<file path="src/rtl/sum_display_pkg.sv">
// Shared types and constants for the sum display: FSM states and active-low 7-segment patterns.
package sum_display_pkg;

    typedef enum logic [1:0] {
        IDLE = 2'd0,
        CONV = 2'd1,
        LOAD = 2'd2
    } state_t;

    // Active-low {g,f,e,d,c,b,a}; entry i is digit i.
    localparam logic [9:0][6:0] SEG_TABLE = {
        7'b0010000,  // 9
        7'b0000000,  // 8
        7'b1111000,  // 7
        7'b0000010,  // 6
        7'b0010010,  // 5
        7'b0011001,  // 4
        7'b0110000,  // 3
        7'b0100100,  // 2
        7'b1111001,  // 1
        7'b1000000   // 0
    };

    localparam logic [6:0] SEG_BLANK  = 7'b1111111;
    localparam int         CONV_STEPS = 5;

endpackage

</file>
<file path="src/rtl/sum_display_seg7_decode.sv">
// BCD digit to active-low 7-segment pattern; purely combinational, codes above 9 blank the digit.
module seg7_decode
    import sum_display_pkg::*;
(
    input  logic [3:0] bcd,
    output logic [6:0] seg
);

    always_comb begin
        seg = SEG_BLANK;
        if (bcd < 4'd10) seg = SEG_TABLE[bcd];
    end

endmodule

</file>
<file path="src/rtl/sum_display.sv">
// Converts a 5-bit sum to two BCD digits (double dabble) and multiplexes them onto a 2-digit display.
// Display registers update 7 edges after a new SUM is sampled; SUM changes during a conversion are ignored.
module sum_display
    import sum_display_pkg::*;
#(
    parameter int REFRESH_DIV = 100000
) (
    input  logic       clk,
    input  logic       rst_n,
    input  logic [4:0] SUM,
    output logic [6:0] SEG,
    output logic [1:0] AN,
    output logic       DP,
    output logic       BUSY
);

    localparam int             CW      = $clog2(REFRESH_DIV);
    localparam logic [CW-1:0]  CNT_MAX = CW'(REFRESH_DIV - 1);

    state_t        state;
    logic [4:0]    last_val;
    logic [4:0]    cap;
    logic [4:0]    shift;
    logic [7:0]    bcd;
    logic [7:0]    bcd_adj;
    logic [2:0]    step;
    logic [3:0]    tens;
    logic [3:0]    ones;
    logic [CW-1:0] rcnt;
    logic          dsel;
    logic [3:0]    digit;
    logic [6:0]    dec_seg;

    always_comb begin
        bcd_adj = bcd;
        if (bcd[3:0] >= 4'd5) bcd_adj[3:0] = bcd[3:0] + 4'd3;
        if (bcd[7:4] >= 4'd5) bcd_adj[7:4] = bcd[7:4] + 4'd3;
    end

    always_ff @(posedge clk or negedge rst_n) begin
        if (!rst_n) begin
            state    <= IDLE;
            last_val <= '0;
            cap      <= '0;
            shift    <= '0;
            bcd      <= '0;
            step     <= '0;
            tens     <= '0;
            ones     <= '0;
        end else begin
            case (state)
                IDLE: begin
                    if (SUM != last_val) begin
                        cap   <= SUM;
                        shift <= SUM;
                        bcd   <= '0;
                        step  <= '0;
                        state <= CONV;
                    end
                end
                CONV: begin
                    bcd   <= (bcd_adj << 1) | {7'd0, shift[4]};
                    shift <= {shift[3:0], 1'b0};
                    step  <= step + 3'd1;
                    if (step == 3'(CONV_STEPS - 1)) state <= LOAD;
                end
                LOAD: begin
                    tens     <= bcd[7:4];
                    ones     <= bcd[3:0];
                    last_val <= cap;
                    state    <= IDLE;
                end
                default: state <= IDLE;
            endcase
        end
    end

    // Free-running digit refresh, deliberately decoupled from the converter.
    always_ff @(posedge clk or negedge rst_n) begin
        if (!rst_n) begin
            rcnt <= '0;
            dsel <= 1'b0;
        end else if (rcnt == CNT_MAX) begin
            rcnt <= '0;
            dsel <= ~dsel;
        end else begin
            rcnt <= rcnt + 1'b1;
        end
    end

    assign digit = dsel ? tens : ones;

    seg7_decode u_seg7_decode (
        .bcd (digit),
        .seg (dec_seg)
    );

    assign SEG  = (dsel && tens == 4'd0) ? SEG_BLANK : dec_seg;
    assign AN   = dsel ? 2'b01 : 2'b10;
    assign DP   = 1'b1;
    assign BUSY = (state != IDLE);

endmodule

</file>
<file path="config.mk">
export PLATFORM = sky130hd
export DESIGN_NAME = sum_display
export DESIGN_NICKNAME = d
export VERILOG_FILES = /design/src/rtl/sum_display_pkg.sv /design/src/rtl/sum_display_seg7_decode.sv /design/src/rtl/sum_display.sv
export SDC_FILE = /design/constraint.sdc
export NUM_CORES = 1
export LEC_CHECK = 0
export BUFFER_PORTS_ARGS = -buffer_cell sky130_fd_sc_hd__buf_2
export CORE_UTILIZATION = 45
export CTS_BUF_LIST = sky130_fd_sc_hd__clkbuf_4 sky130_fd_sc_hd__clkbuf_8 sky130_fd_sc_hd__clkbuf_16
export CTS_CLUSTER_SIZE = 30
export DETAILED_ROUTE_END_ITERATION = 16
export HOLD_SLACK_MARGIN = 0.15
export PLACE_DENSITY = 0.67
export SLEW_MARGIN = 10
export SYNTH_ARGS = -nofsm -noshare
export SYNTH_HDL_FRONTEND = slang
export SYNTH_SLANG_ARGS = --single-unit
</file>
<file path="constraint.sdc">
create_clock -name clk -period 2.35 [get_ports clk]
set_clock_uncertainty 0.2 [all_clocks]
set_input_delay 0.47 -clock clk [delete_from_list [all_inputs] [get_ports clk]]
set_output_delay 0.47 -clock clk [all_outputs]
set_load 0.01 [all_outputs]
</file>
# [Word level (Yosys, flattened, before mapping)]
# Memory sizes are Yosys's and may differ from the RTL's.
# Cells that the tools add are included.
[word_totals] register_bits=54 rom_bits=112 n_memories=1 word_cells=53 input_bits=7 output_inout_bits=11
[op_classes] muxes=17 eq_ne=7 order_cmp=4 reduce_logical=8 n_bitwise=2 n_addsub=4
[mem_list] name="(no name shown)" depth=16 width=7 rd=1 rd_clocked_by_memory_dff=0 wr=0 line="sum_display_seg7_decode.sv:11" source="if (bcd < 4'd10) seg = SEG_TABLE[bcd];"
[op_table] op="$mux W7" count=3
[op_table] op="$add A17 B1 Y17 const B" count=1
[op_table] op="$eq A17 B17 Y1 const B" count=1
[op_table] op="$mux W17" count=1
[op_table] op="$pmux W8 S2" count=1
[op_table] op="$pmux W5 S2" count=1
[op_table] op="$ge A4 B3 Y1 const B" count=2
[op_table] op="$mux W4" count=2
[op_table] op="$mux W8" count=1
[op_table] op="$or A8 B1 Y8" count=1
[op_table] op="$mux W2" count=3
[op_table] op="$mux W3" count=2
[op_table] op="$pmux W3 S2" count=1
[op_table] op="$reduce_and A2 Y1" count=3
[op_table] op="$lt A4 B5 Y1 const B" count=1
[op_table] op="$mux W5" count=1
[op_table] op="$ne A5 B5 Y1" count=1
[op_table] op="$add A4 B2 Y4 const B" count=1
[op_table] op="$logic_not A4 Y1" count=1
[op_table] op="$lt A4 B4 Y1 const B" count=1
[op_table] op="$ne A2 B2 Y1 const B" count=2
[op_table] op="$pmux W2 S2" count=1
[op_table] op="$reduce_bool A2 Y1" count=2
[op_table] op="$add A3 B1 Y3 const B" count=1
[op_table] op="other kinds (7)" count=7

# [Logic depth before layout (Yosys ltp)]
# Gate-level depths: netlist (run 1).
[depth] depth_word=5 depth_mapped=7 depth_no_buf=6

# [Cells and area by module]
# Synthesis (run 1) repeated with hierarchy kept, for this count alone.
[hier_totals] cells_unflattened=267 hier_area_um2=2827.7
[by_module_without_submodules] module="sum_display" seq_area_each_um2=1351.3 area_each_um2=2630.0 n_inst=1 cells_per_inst=237
[by_module_without_submodules] module="seg7_decode" seq_area_each_um2=0.0 area_each_um2=197.7 n_inst=1 cells_per_inst=30

# [Least setup slack after synthesis (run 1)]
# OpenSTA, ideal clock, no wires.
[synth_path] kind="register -> output" start="reg dsel" end="out SEG[4]" t_arrival_ps=1559 path_slack_ps=121 path_buffers=1 stages_incl_launch_ff=7 required_ps=1680 path_cell_list="dfrtp_1 -> buf_2 -> mux2i_1 -> inv_1 -> ha_1 -> mux2_2 -> nand2_1"
[synth_between] elab_chain_cells=5 word_cells_on_any_way=7 classes_between="1 x order compare; 4 x mux; 1 x reduce/logical; 1 x memory"
[synth_rtl] item="start: declaration" line="sum_display.sv:30" source="logic dsel;"
[synth_rtl] item="start signal: assignment" line="sum_display.sv:85" source="dsel <= ~dsel;"
[synth_rtl] item="$mux W4" line="sum_display.sv:91" source="assign digit = dsel ? tens : ones;"
[synth_rtl] item="$mem_v2 Z16 W7"
[synth_rtl] item="$mux W7 (implied by the code)" line="sum_display_seg7_decode.sv:11"
[synth_rtl] item="$mux W7" line="sum_display_seg7_decode.sv:11"
[synth_rtl] item="$mux W7 (*)" line="sum_display.sv:98" source="assign SEG = (dsel && tens == 4'd0) ? SEG_BLANK : dec_seg;"
[synth_rtl] item="end: declaration" line="sum_display.sv:11" source="output logic [6:0] SEG,"
# Mark *: on every way between the ends. The rest lies on a longest branch, timed or not. The select of a mux whose other input is x is not followed.

# [Worst setup path in the final report (run 1)]
# Same ends and word-level chain as after synthesis.

==> flow_metrics.tcl, run 1 <==
set metrics [dict create \
    grt_max_degree 55 \
    crit_type "flip-flop to primary output" \
    intPower_mw 2.34 \
    slew_headroom 0.553 \
    die-height_um 81.5 \
    seqPwrFrac 0.404 \
    antennaDiodeCount 0 \
    peakVddDrop_mv 0.582 \
    fillCellCount 545 \
    synthXorXnorAreaFrac 0.0678 \
    slew_violations 0 \
    cp_max_fo 7 \
    core_mm2 0.00599 \
    yosysWarnings 0 \
    drt-total-wl_mm 5.03 \
    mostFrequentLayoutCells "dfrtp_1 (53), nand2_1 (24), xnor2_1 (17)" \
    drv_cap 0 \
    synth_edf_count 0 \
    port_buffers 16 \
    die_x_um 81.5 \
    cp.required_ns 1.68 \
    violations "setup timing" \
    path_clk_slew_ns 0.09 \
    final-setup-viol-count 4 \
    place_area_mm2 0.00303 \
    fin_crit_sh 1.05 \
    slowest_delay_ns 0.46 \
    dpl.hpwl_mm 3.40 \
    wire_per_inst_um 13.7 \
    async_flop_share 1.00 \
    p_clk_frac 0.170 \
    yosysSeqAreaShare 0.475 \
    ys_seq_elements 54 \
    pre_cts_ws_ns 0.0787 \
    fin_area_mm2 0.00324 \
    timing.fmax_mhz 407 \
    synth_top_family_by_area "simple AND/OR/NAND/NOR gates" \
    synthToLayoutAreaGrowth_pct 14.0 \
    layout_commonest_cell "dfrtp_1" \
    drtPass1Iterations 4 \
    slowest_stage "dfrtp_2" \
    cp-start-kind "flip-flop" \
    comb_power_share 0.426 \
    hold_violations 0 \
    gp_congestion 0.785 \
    crit_family "multiplexers" \
    clock_sinks 54 \
    synth-simple-area-share 0.151 \
    grt_antenna_before_repair 0 \
    synthAdderAreaFrac 0.0528 \
    hp-class "primary input to flip-flop" \
    antenna_left 0 \
    dieArea_mm2 0.00664 \
    synthFlopType "dfrtp_1" \
    period_minus_slack_ns 2.46 \
    remaining_drc_errors 0 \
    yosysUniqueCellTypes 45 \
    crit_path_end_kind "primary output" \
    p_per_area_mw_per_mm2 1110 \
    vias 1987 \
    rsz0062_at_grt "yes" \
    synth_nets 283 \
    worst_slack_ns -0.106 \
    numCtsBuffers 5 \
    drt-initial-drc-count 106 \
    tightest_slew_ns 0.670 \
    p_sw_mw 1.28 \
    cp_num_buf_inv 1 \
    first_global_vias 1884 \
    swShare 0.353 \
    placementRows 28 \
    cts_max_level 2 \
    muxShareOfSynthArea 0.0968 \
    clockBufferDepth 2 \
    nNetsFinal 311 \
    drive_gt1_frac 0.274 \
    run_status "finished with violations" \
    grt_pass1_wl_mm 8.60 \
    cts_root_buf "clkbuf_8" \
    via_per_inst 5.41 \
    crit_path_cell_trace "mux2_2 -> nand2_1 -> mux2_2 -> nand2_1 -> buf_2" \
    syn-instance-count 264 \
    grt-ovfl-total 0 \
    start_util 0.475 \
    clock_latency_ns 0.29 \
    synth_area_mm2 0.00284 \
    avgSynthCellArea_um2 10.8 \
    leakage_nw 1.47 \
    grt_usage 0.170 \
    synth-compound-area-share 0.113 \
    cts_tree "built" \
    ios 18 \
    worstPathArrival_ns 1.79 \
]
Yosys cell counts (2+ instances only):
master / count / area share
buf_4: 2 / 0.0053
buf_2: 6 / 0.011
nand2b_1: 3 / 0.0066
nor2_1: 13 / 0.017
o211ai_1: 5 / 0.013
nor4b_1: 3 / 0.0092
a31oi_1: 2 / 0.0044
dfrtp_1: 54 / 0.48
nand3_1: 10 / 0.018
o21ai_0: 8 / 0.014
nor3_1: 4 / 0.0070
o21ai_2: 2 / 0.0062
mux2i_1: 7 / 0.025
inv_1: 17 / 0.022
mux2_2: 17 / 0.067
ha_1: 12 / 0.053
nand4_1: 5 / 0.011
nand2_1: 26 / 0.034
a21oi_1: 9 / 0.016
a22o_1: 10 / 0.031
o31ai_1: 2 / 0.0053
or2_2: 2 / 0.0044
xor2_1: 5 / 0.015
a32o_1: 3 / 0.011
xnor2_1: 17 / 0.052
tightest hold or removal path: stages:
cell and delay (ns):
buf_2 0.12, inv_1 0.05, o2bb2ai_1 0.05
kinds of logic (layout without fill, tap and decap cells):
logic type / count (synthesis) / in the layout
buffers and inverters: 26 / 54
xor gates and xnor gates: 22 / 22
other: 1 / 1
and+or+nand+nor: 79 / 79
DFF: 54 / 54
muxes: 25 / 25
adders and majority gates: 12 / 12
AOI/OAI and AO/OA: 45 / 45
path summary, 6_finish.rpt:
kind	from	to	slack [ns]	cells past startpoint
worst min-delay path	SUM[0]	shift[0]$_DFFE_PN0P_	0.23	3
min in group asynchronous	rst_n	last_val[0]$_DFFE_PN0N_	0.62	3
worst max-delay path	dsel$_DFFE_PN0N_	SEG[4]	-0.11	5
worst max register to register	last_val[2]$_DFFE_PN0N_	cap[2]$_DFFE_PN0P_	0.40	4
max in group asynchronous	rst_n	dsel$_DFFE_PN0N_	0.84	3
worst min register to register	shift[0]$_DFFE_PN0P_	shift[0]$_DFFE_PN0P_	0.30	1
through the flow:
stage / std cells / utilization / hold slack (ns) / TNS (ns) / total power [mW]
finish: 367 / 0.541 / 0.230 / -0.289 / 3.61
global route: 367 / 0.541 / 0.219 / -0.893 / 3.91
CTS: 366 / 0.532 / 0.219 / -0.338 / 3.55
detailed placement: 355 / 0.505 / 0.274 / 0 / 2.89
global placement: 355 / 0.505 / 0.273 / 0 / 2.85
floorplan: 264 / - / -0.0256 / 0 / 2.50
cell type report:
class | instances | area [µm²] | share of cell area
inverters | 17 | 63.8 | 0.0197
multi-input cells | 184 | 1430 | 0.442
clock buffers | 6 | 82.6 | 0.0255
clock inverters | 1 | 30.0 | 0.00926
flip-flops and latches | 54 | 1350 | 0.417
well taps | 75 | 93.8 | 0.0289
repair buffers | 30 | 188 | 0.0579
what timing repair did:
item / CTS / global route
pin swaps: 1 / 4
setup endpoints to repair: 7 / 7
gates resized for setup: 8 / 10
hold endpoints to repair: 54 / 0
hold buffers: 1 / 0
buffers inserted: 3 / 1
gates cloned: 0 / 0
metal layers:
metal,global-route usage,wire (µm),vias up
li1,-,-,981
met1,0.213,2390,959
met2,0.288,2400,40
met3,0.0456,177,7
met4,0.0464,56,0
met5,0,0,-
registers in the layout (all words and copies together) (netlist names):
| signal | count |
|---|---|
| cap | 5 |
| last_val | 5 |
| dsel | 1 |
| tens | 4 |
| shift | 5 |
| rcnt | 17 |
| step | 3 |
| ones | 4 |
| bcd | 8 |
| state | 2 |
power groups by stage:
stage	combinational (mW)	clock (mW)	sequential, mW
6_report	1.54	0.613	1.46
5_1_grt	1.73	0.679	1.51
4_1_cts	1.47	0.638	1.45
3_5_place_dp	1.43	0	1.46
3_3_place_gp	1.39	0	1.46
2_1_floorplan	1.12	0	1.38
(Power assumes the default switching activity.)
==> run 2: changes to the inputs <==
CORE_UTILIZATION = 50   (was 45)
PLACE_DENSITY = 0.73   (was 0.67)
==> run 2 against run 1 <==
The run still ends with setup timing left. Routed wire length shrank 1.5%. Worst hold slack worse by 0.0053 ns. Sequential power is essentially flat. Maximum frequency rose by 0.76%. Power down 3.3%. Sequential cell count did not move. First-iteration DRC count decreased by 29%. Via count rose by 1.1%. Global-route usage rose by 1.9 points. Count of clock-buffer cells in the layout grew 1. Critical path type unchanged.
==> flow_metrics.tcl, run 2 (synthesis results as in run 1) <==
set metrics [dict create \
    wl_met3_um 131 \
    remaining_drc_errors 0 \
    largest_register_ff_count 17 \
    grt_usage 0.189 \
    cts_root_buf "clkbuf_8" \
    port_buffers 16 \
    hold_violations 0 \
    drt-total-wl_mm 4.95 \
    p_per_area_mw_per_mm2 1090 \
    grt_max_degree 32 \
    drtPass1Iterations 4 \
    cts_tree "built" \
    mostFrequentLayoutCells "dfrtp_1 (53), nand2_1 (25), xnor2_1 (17), mux2_2 (17), buf_2 (16)" \
    grt_pass1_wl_mm 9.05 \
    reg_top3 "rcnt: 17 flops, bcd: 8 flops" \
    holdPathStages 3 \
    fin_crit_sh 1.04 \
    gp_congestion 0.825 \
    core_mm2 0.00551 \
    cts_max_level 2 \
    final-setup-viol-count 4 \
    antennaDiodeCount 0 \
    grt-ovfl-total 0 \
    dr_wl_met2_mm 2.36 \
    die-height_um 77.4 \
    first_global_vias 2023 \
    crit_type "flip-flop to primary output" \
    path_clk_slew_ns 0.08 \
    synthToLayoutAreaGrowth_pct 12.9 \
    vias 2008 \
    antenna_left 0 \
    drv_cap 0 \
    crit_path_end_kind "primary output" \
    run_status "finished with violations" \
    wl_met1_mm 2.40 \
    dieArea_mm2 0.00599 \
    ios 18 \
    start_util 0.516 \
    cp-start-kind "flip-flop" \
    wire_per_inst_um 13.6 \
    clock_latency_ns 0.30 \
    power_mw 3.49 \
    tightest_slew_ns 0.551 \
    hp-class "primary input to flip-flop" \
    fin_area_mm2 0.00321 \
    numCtsBuffers 5 \
    violations "setup timing" \
    nNetsFinal 310 \
    routed.top_layer "met4" \
    peakVddDrop_mv 0.668 \
    rsz0062_at_grt "yes" \
    via_per_inst 5.52 \
    slew_violations 0 \
    grt_antenna_before_repair 0 \
    placementRows 27 \
    layout_commonest_cell "dfrtp_1" \
    worstPathArrival_ns 1.77 \
    cp_max_fo 6 \
    slew_headroom 0.632 \
    top_register "rcnt" \
    r2r.worst_path.cells 4 \
    drt-initial-drc-count 75 \
    drive_gt1_frac 0.267 \
    cp.required_ns 1.68 \
    finalNonFillerCells 364 \
    timing.fmax_mhz 410 \
    clockBufferDepth 2 \
    leakage_nw 1.45 \
    period_minus_slack_ns 2.44 \
    place_area_mm2 0.00304 \
    die_x_um 77.4 \
    worst_slack_ns -0.0876 \
    post-place-cells 352 \
    hold_slack_ns 0.225 \
    clock_sinks 54 \
    dpl.hpwl_mm 3.54 \
]
[run 2: final cells by class]
| type | instances | area (µm²) |
|---|---|---|
| sequential | 54 | 1350 |
| clock buffer | 7 | 90.1 |
| fill | 480 | 2300 |
| inverter | 17 | 63.8 |
| multi-input combinational | 184 | 1420 |
| clock inverter | 1 | 5.00 |
| tap | 72 | 90.1 |
| timing repair buffer | 29 | 193 |
[run 2: critical path: stages, from the launching register on]
cell	delay, ns
dfrtp_2	0.45
mux2_2	0.42
nand2_1	0.10
mux2_2	0.33
nand2_1	0.06
buf_2	0.12
[run 2: routing by layer]
metal,up-vias,track usage
li1,982,-
met1,994,0.245
met2,26,0.313
met3,6,0.0388
met4,0,0.0698
met5,-,0
[run 2: power by group]
group | switching, mW | leakage, nW | total (mW) | internal (mW)
registers | 0.248 | 0.691 | 1.45 | 1.20
clock network | 0.274 | 0.0517 | 0.523 | 0.250
logic | 0.749 | 0.706 | 1.52 | 0.771
[run 2: timing repair]
item / 4_1_cts / 5_1_grt
hold buffers: 1 / 0
buffers inserted: 2 / 1
gates resized for setup: 14 / 1
endpoints found under the hold margin: 23 / 0
pin swaps: 4 / 3
setup endpoints to repair: 7 / 7
[run 2: final timing paths]
kind / start / slack, ns / to
setup / recovery: dsel$_DFFE_PN0N_ / -0.09 / SEG[4]
hold / removal: SUM[0] / 0.22 / shift[0]$_DFFE_PN0P_
setup reg to reg: last_val[0]$_DFFE_PN0N_ / 0.43 / cap[1]$_DFFE_PN0P_
hold reg to reg: rcnt[0]$_DFF_PN0_ / 0.29 / rcnt[0]$_DFF_PN0_
max in group asynchronous: rst_n / 0.92 / bcd[2]$_DFFE_PN0P_
min in group asynchronous: rst_n / 0.48 / rcnt[8]$_DFF_PN0_
[run 2: per-stage QoR]
stage | utilization | setup TNS [ns] | setup slack (ns)
CTS | 0.581 | -0.187 | -0.0704
floorplan | - | 0 | 0.121
finish | 0.583 | -0.240 | -0.0876
global route | 0.583 | -0.874 | -0.160
detailed placement | 0.551 | 0 | 0.140
global placement | 0.551 | 0 | 0.204
